**src/rtl/compteur_rondes_param.sv**
```systemverilog
// Round counter/sequencer for the ASCON permutation: start -> RUN in 1 clock, ROUNDS_sel RUN cycles then 1 DONE cycle.
// en_i low freezes the count and all flags; abort_i returns to IDLE with priority over start_i and en_i.
module compteur_rondes_param #(
  parameter int WIDTH         = 4,
  parameter int NB_ROUNDS_MAX = 12,
  parameter int ROUNDS_A      = 12,
  parameter int ROUNDS_B      = 6,
  parameter int ROUNDS_C      = 8
) (
  input  logic             clock_i,
  input  logic             resetb_i,
  input  logic             start_i,
  input  logic [1:0]       mode_i,
  input  logic             en_i,
  input  logic             abort_i,
  output logic [WIDTH-1:0] cpt_o,
  output logic             busy_o,
  output logic             first_round_o,
  output logic             last_round_o,
  output logic             done_o,
  output logic             err_o
);

  localparam logic [WIDTH-1:0] LAST   = WIDTH'(NB_ROUNDS_MAX - 1);
  localparam logic [WIDTH-1:0] INIT_A = WIDTH'(NB_ROUNDS_MAX - ROUNDS_A);
  localparam logic [WIDTH-1:0] INIT_B = WIDTH'(NB_ROUNDS_MAX - ROUNDS_B);
  localparam logic [WIDTH-1:0] INIT_C = WIDTH'(NB_ROUNDS_MAX - ROUNDS_C);

  typedef enum logic [1:0] {
    IDLE = 2'b00,
    RUN  = 2'b01,
    DONE = 2'b10
  } state_t;

  state_t           state, state_nxt;
  logic [WIDTH-1:0] cpt, cpt_nxt;
  logic [WIDTH-1:0] start_idx, start_idx_nxt;
  logic             err_q, err_nxt;
  logic             mode_ok;
  logic [WIDTH-1:0] init_sel;

  always_comb begin
    mode_ok  = 1'b1;
    init_sel = INIT_A;
    case (mode_i)
      2'b00:   init_sel = INIT_A;
      2'b01:   init_sel = INIT_B;
      2'b10:   init_sel = INIT_C;
      default: mode_ok  = 1'b0;
    endcase
  end

  always_ff @(posedge clock_i or negedge resetb_i) begin
    if (!resetb_i) begin
      state     <= IDLE;
      cpt       <= '0;
      start_idx <= '0;
      err_q     <= 1'b0;
    end else begin
      state     <= state_nxt;
      cpt       <= cpt_nxt;
      start_idx <= start_idx_nxt;
      err_q     <= err_nxt;
    end
  end

  always_comb begin
    state_nxt     = state;
    cpt_nxt       = cpt;
    start_idx_nxt = start_idx;
    err_nxt       = 1'b0;
    if (abort_i) begin
      state_nxt = IDLE;
      cpt_nxt   = '0;
    end else begin
      case (state)
        IDLE: begin
          if (start_i) begin
            if (mode_ok) begin
              state_nxt     = RUN;
              cpt_nxt       = init_sel;
              start_idx_nxt = init_sel;
            end else begin
              err_nxt = 1'b1;
            end
          end
        end
        RUN: begin
          // A start during a run is refused but never disturbs the count.
          err_nxt = start_i;
          if (en_i) begin
            if (cpt == LAST) state_nxt = DONE;
            else             cpt_nxt   = cpt + WIDTH'(1);
          end
        end
        DONE: begin
          if (start_i && mode_ok) begin
            state_nxt     = RUN;
            cpt_nxt       = init_sel;
            start_idx_nxt = init_sel;
          end else begin
            state_nxt = IDLE;
            err_nxt   = start_i;
          end
        end
        default: begin
          state_nxt = IDLE;
          cpt_nxt   = '0;
        end
      endcase
    end
  end

  assign cpt_o         = cpt;
  assign busy_o        = (state == RUN);
  assign done_o        = (state == DONE);
  assign first_round_o = (state == RUN) && (cpt == start_idx);
  assign last_round_o  = (state == RUN) && (cpt == LAST);
  assign err_o         = err_q;

endmodule

```
**config.mk**
```make
export PLATFORM = sky130hd
export DESIGN_NAME = compteur_rondes_param
export DESIGN_NICKNAME = d
export VERILOG_FILES = /design/src/rtl/compteur_rondes_param.sv
export SDC_FILE = /design/constraint.sdc
export NUM_CORES = 1
export LEC_CHECK = 0
export CORE_MARGIN = 2
export CORE_UTILIZATION = 40
export CTS_BUF_LIST = sky130_fd_sc_hd__clkbuf_4 sky130_fd_sc_hd__clkbuf_8 sky130_fd_sc_hd__clkbuf_16
export DETAILED_ROUTE_END_ITERATION = 8
export DONT_BUFFER_PORTS = 1
export PLACE_DENSITY = 0.55
export SETUP_SLACK_MARGIN = 0.4
export SYNTH_ARGS = -nofsm -noshare
export SYNTH_HDL_FRONTEND = slang
export SYNTH_SLANG_ARGS = --single-unit
```
**constraint.sdc**
```tcl
create_clock -name clock_i -period 2.78 [get_ports clock_i]
set_clock_uncertainty 0.2 [all_clocks]
set_input_delay 0.695 -clock clock_i [delete_from_list [all_inputs] [get_ports clock_i]]
set_output_delay 0.695 -clock clock_i [all_outputs]
set_load 0.005 [all_outputs]
```
==> results_dict.tcl <==
set metrics [dict create \
    status "complete, no violations" \
    antenna_found_initial 0 \
    grt_pass1_wl_um 1904 \
    area_delta_synth_final_pct 17.18 \
    vdd.ir_drop.worst_mv 0.3140 \
    r2r-end "cpt_o[1]$_DFFE_PN0P_" \
    clkSlewWorstSetupHoldPaths_ns 0.06 \
    min_to "start_idx[1]$_DFFE_PN0P_" \
    overflow 0 \
    synth_seq_cells 9 \
    fin_nets 77 \
    layout_common_cells "inv_1, dfrtp_2" \
    power_density_nw_per_um2 498.6 \
    htree_num_levels 1 \
    clock_path_buffers 2 \
    drive_gt1_share_pct 26.15 \
    wl_per_cell_um 14.49 \
    post-place-cells 74 \
    worstSkewPairLatency_ns 0.25 \
    boundaryPins 16 \
    first_pass_iters 4 \
    grt_start_max_net_pins 10 \
    core_area_um2 1318 \
    multi_input_area_um2 345.3 \
    num_vias 435 \
    hold_viol 0 \
    gp_congestion 0.7809 \
    die-area_um2 1738 \
    fillers 117 \
    grt_pass1_vias 425 \
    min_path_type "register to register" \
    ant_nets 0 \
    drt-total-wl_um 1159 \
    antenna_cells 0 \
    r2r_cells 5 \
    fin_cells 80 \
    die_w_um 41.69 \
    synth_cells 59 \
    io_buffer_count 0 \
    cap_violations 0 \
    end_kind "output port" \
    die_h_um 41.69 \
    synth_fp_nets 70 \
    cp_max_fo 6 \
    row_count 13 \
    finalSetupViolCount 0 \
    worst_pin_slew_ns 0.4256 \
    cp_data_required_time_ns 1.88 \
    cts_sinks 9 \
    cts_made_buffers 3 \
    cts_tree "built" \
    cp_data_arrival_time_ns 1.43 \
    timing.hold.ws_ns 0.3248 \
    r2r_start "state[1]$_DFFE_PN0P_" \
    holdCritStartpoint "start_idx[1]$_DFFE_PN0P_" \
    seqCellArea_um2 231.5 \
    drv_slew 0 \
    final.setup.tns_ns 0 \
    max_freq_mhz 430.4 \
    detailed_place.area_um2 586.8 \
    drt_iter0_drc 3 \
    synth_cell_types 24 \
    grt.total_usage_pct 14.60 \
    avgSynthCellArea_um2 9.628 \
    criticalPathCategory "register to output port" \
    leakagePower_uw 0.0003242 \
    avgViaCountPerCell 5.438 \
    hold_depth 1 \
    r2r_setup_slack_ns 0.60 \
    yosysSeqAreaShare_pct 39.65 \
    yosys_warnings 0 \
    drc 0 \
    post-route-cell-area_um2 665.6 \
    clock-root-buffer "clkbuf_4" \
    startpoint_type "register" \
    syn-cell-area_um2 568.0 \
    final_common_cell "inv_1" \
    fin_crit_ns 2.323 \
    slew_headroom_pct 71.53 \
    hpwlAfterDp_um 891.3 \
    period_share_pct 83.57 \
    rsz0062_at_grt "false" \
    start_util_pct 43.11 \
]
## registers in the layout, indices dropped and copies added (netlist names)
register and count:
cpt_o 4, err_o 1, start_idx 2, state 2
## power breakdown
group / switching [uW] / total (uW) / internal, uW / leakage, uW
registers: 19.1 / 166 / 146 / 0.000112
clock network: 40.7 / 105 / 64.7 / 0.0000184
logic: 29.7 / 60.8 / 31.1 / 0.000194
## critical path, cell delays in order (launching register included)
cell	delay, ns
dfrtp_2	0.46
xor2_1	0.18
or4_4	0.42
nor2_2	0.11
## worst max path at each step
stage | start | slack (ns) | to | cells after the start
final | cpt_o[2]$_DFFE_PN0P_ | 0.46 | first_round_o | 3
after global placement | mode_i[0] | 0.34 | cpt_o[1]$_DFFE_PN0P_ | 5
after CTS | state[1]$_DFFE_PN0P_ | 0.41 | first_round_o | 3
after detailed placement | mode_i[0] | 0.30 | cpt_o[1]$_DFFE_PN0P_ | 5
after global routing | cpt_o[2]$_DFFE_PN0P_ | 0.40 | first_round_o | 3
after floorplan | mode_i[0] | 0.41 | cpt_o[1]$_DFFE_PN0P_ | 5
## final cells by class
| class | instances | share of cell area (%) |
|---|---|---|
| Multi-Input combinational cell | 44 | 51.88 |
| Sequential cell | 9 | 34.77 |
| Clock buffer | 4 | 4.511 |
| Inverter | 6 | 3.383 |
| Tap cell | 15 | 2.820 |
| Timing Repair Buffer | 2 | 2.632 |
## kinds of logic after synthesis
kind of cell	Yosys count	share of synthesized area [%]
AND/OR/NAND/NOR	23	23.79
AO/OA/AOI/OAI	11	13.21
flip-flops	9	39.65
buffers and inverters	6	3.964
multiplexers	4	7.489
adder cells (fa/ha/maj)	4	8.811
XOR/XNOR	2	3.084
## synthesized netlist by cell type (all sizes together)
cell type  instances  share of area, %
or4                3               4.0
o2111a             1               2.0
and2               1               1.1
nor3b              1               1.3
or4b               1               1.8
or3b               1               1.5
mux2               2               4.0
nor2               4               2.6
dfrtp              9                40
o32ai              1               1.5
inv                6               4.0
mux2i              2               3.5
xor2               2               3.1
nand2b             3               3.3
o21ai              3               2.6
a32o               1               1.8
and3               1               1.1
and2b              1               1.3
nor2b              2               2.2
a21oi              3               2.6
ha                 4               8.8
a21o               2               2.6
nand3              1              0.88
nand2              4               2.6
## through the flow
step / setup WS, ns / total power [uW] / utilization (%)
6_report: 0.4567 / 331.9 / 50.52
2_1_floorplan: 0.4092 / 204.4 / -
5_1_grt: 0.4019 / 353.1 / 50.52
3_5_place_dp: 0.3048 / 216.7 / 44.54
4_1_cts: 0.4095 / 334.6 / 49.57
3_3_place_gp: 0.3439 / 217.2 / 44.54
## layer usage
metal | GRT usage [%] | part of all wire (%)
met5 | 0 | 0
met4 | 1.935 | 0.69
met3 | 6.522 | 4.8
met2 | 25.00 | 52
met1 | 17.12 | 42
## what timing repair did
| item | CTS | global route |
|---|---|---|
| pin swaps | 1 | 1 |
| endpoints found under the hold margin | 9 | 0 |
| setup endpoints to repair | 2 | 2 |
| resized for setup | 6 | 4 |
| hold buffers | 1 | 0 |
| setup buffers | 1 | 0 |
Note: power is estimated with default switching activity, not from simulation.
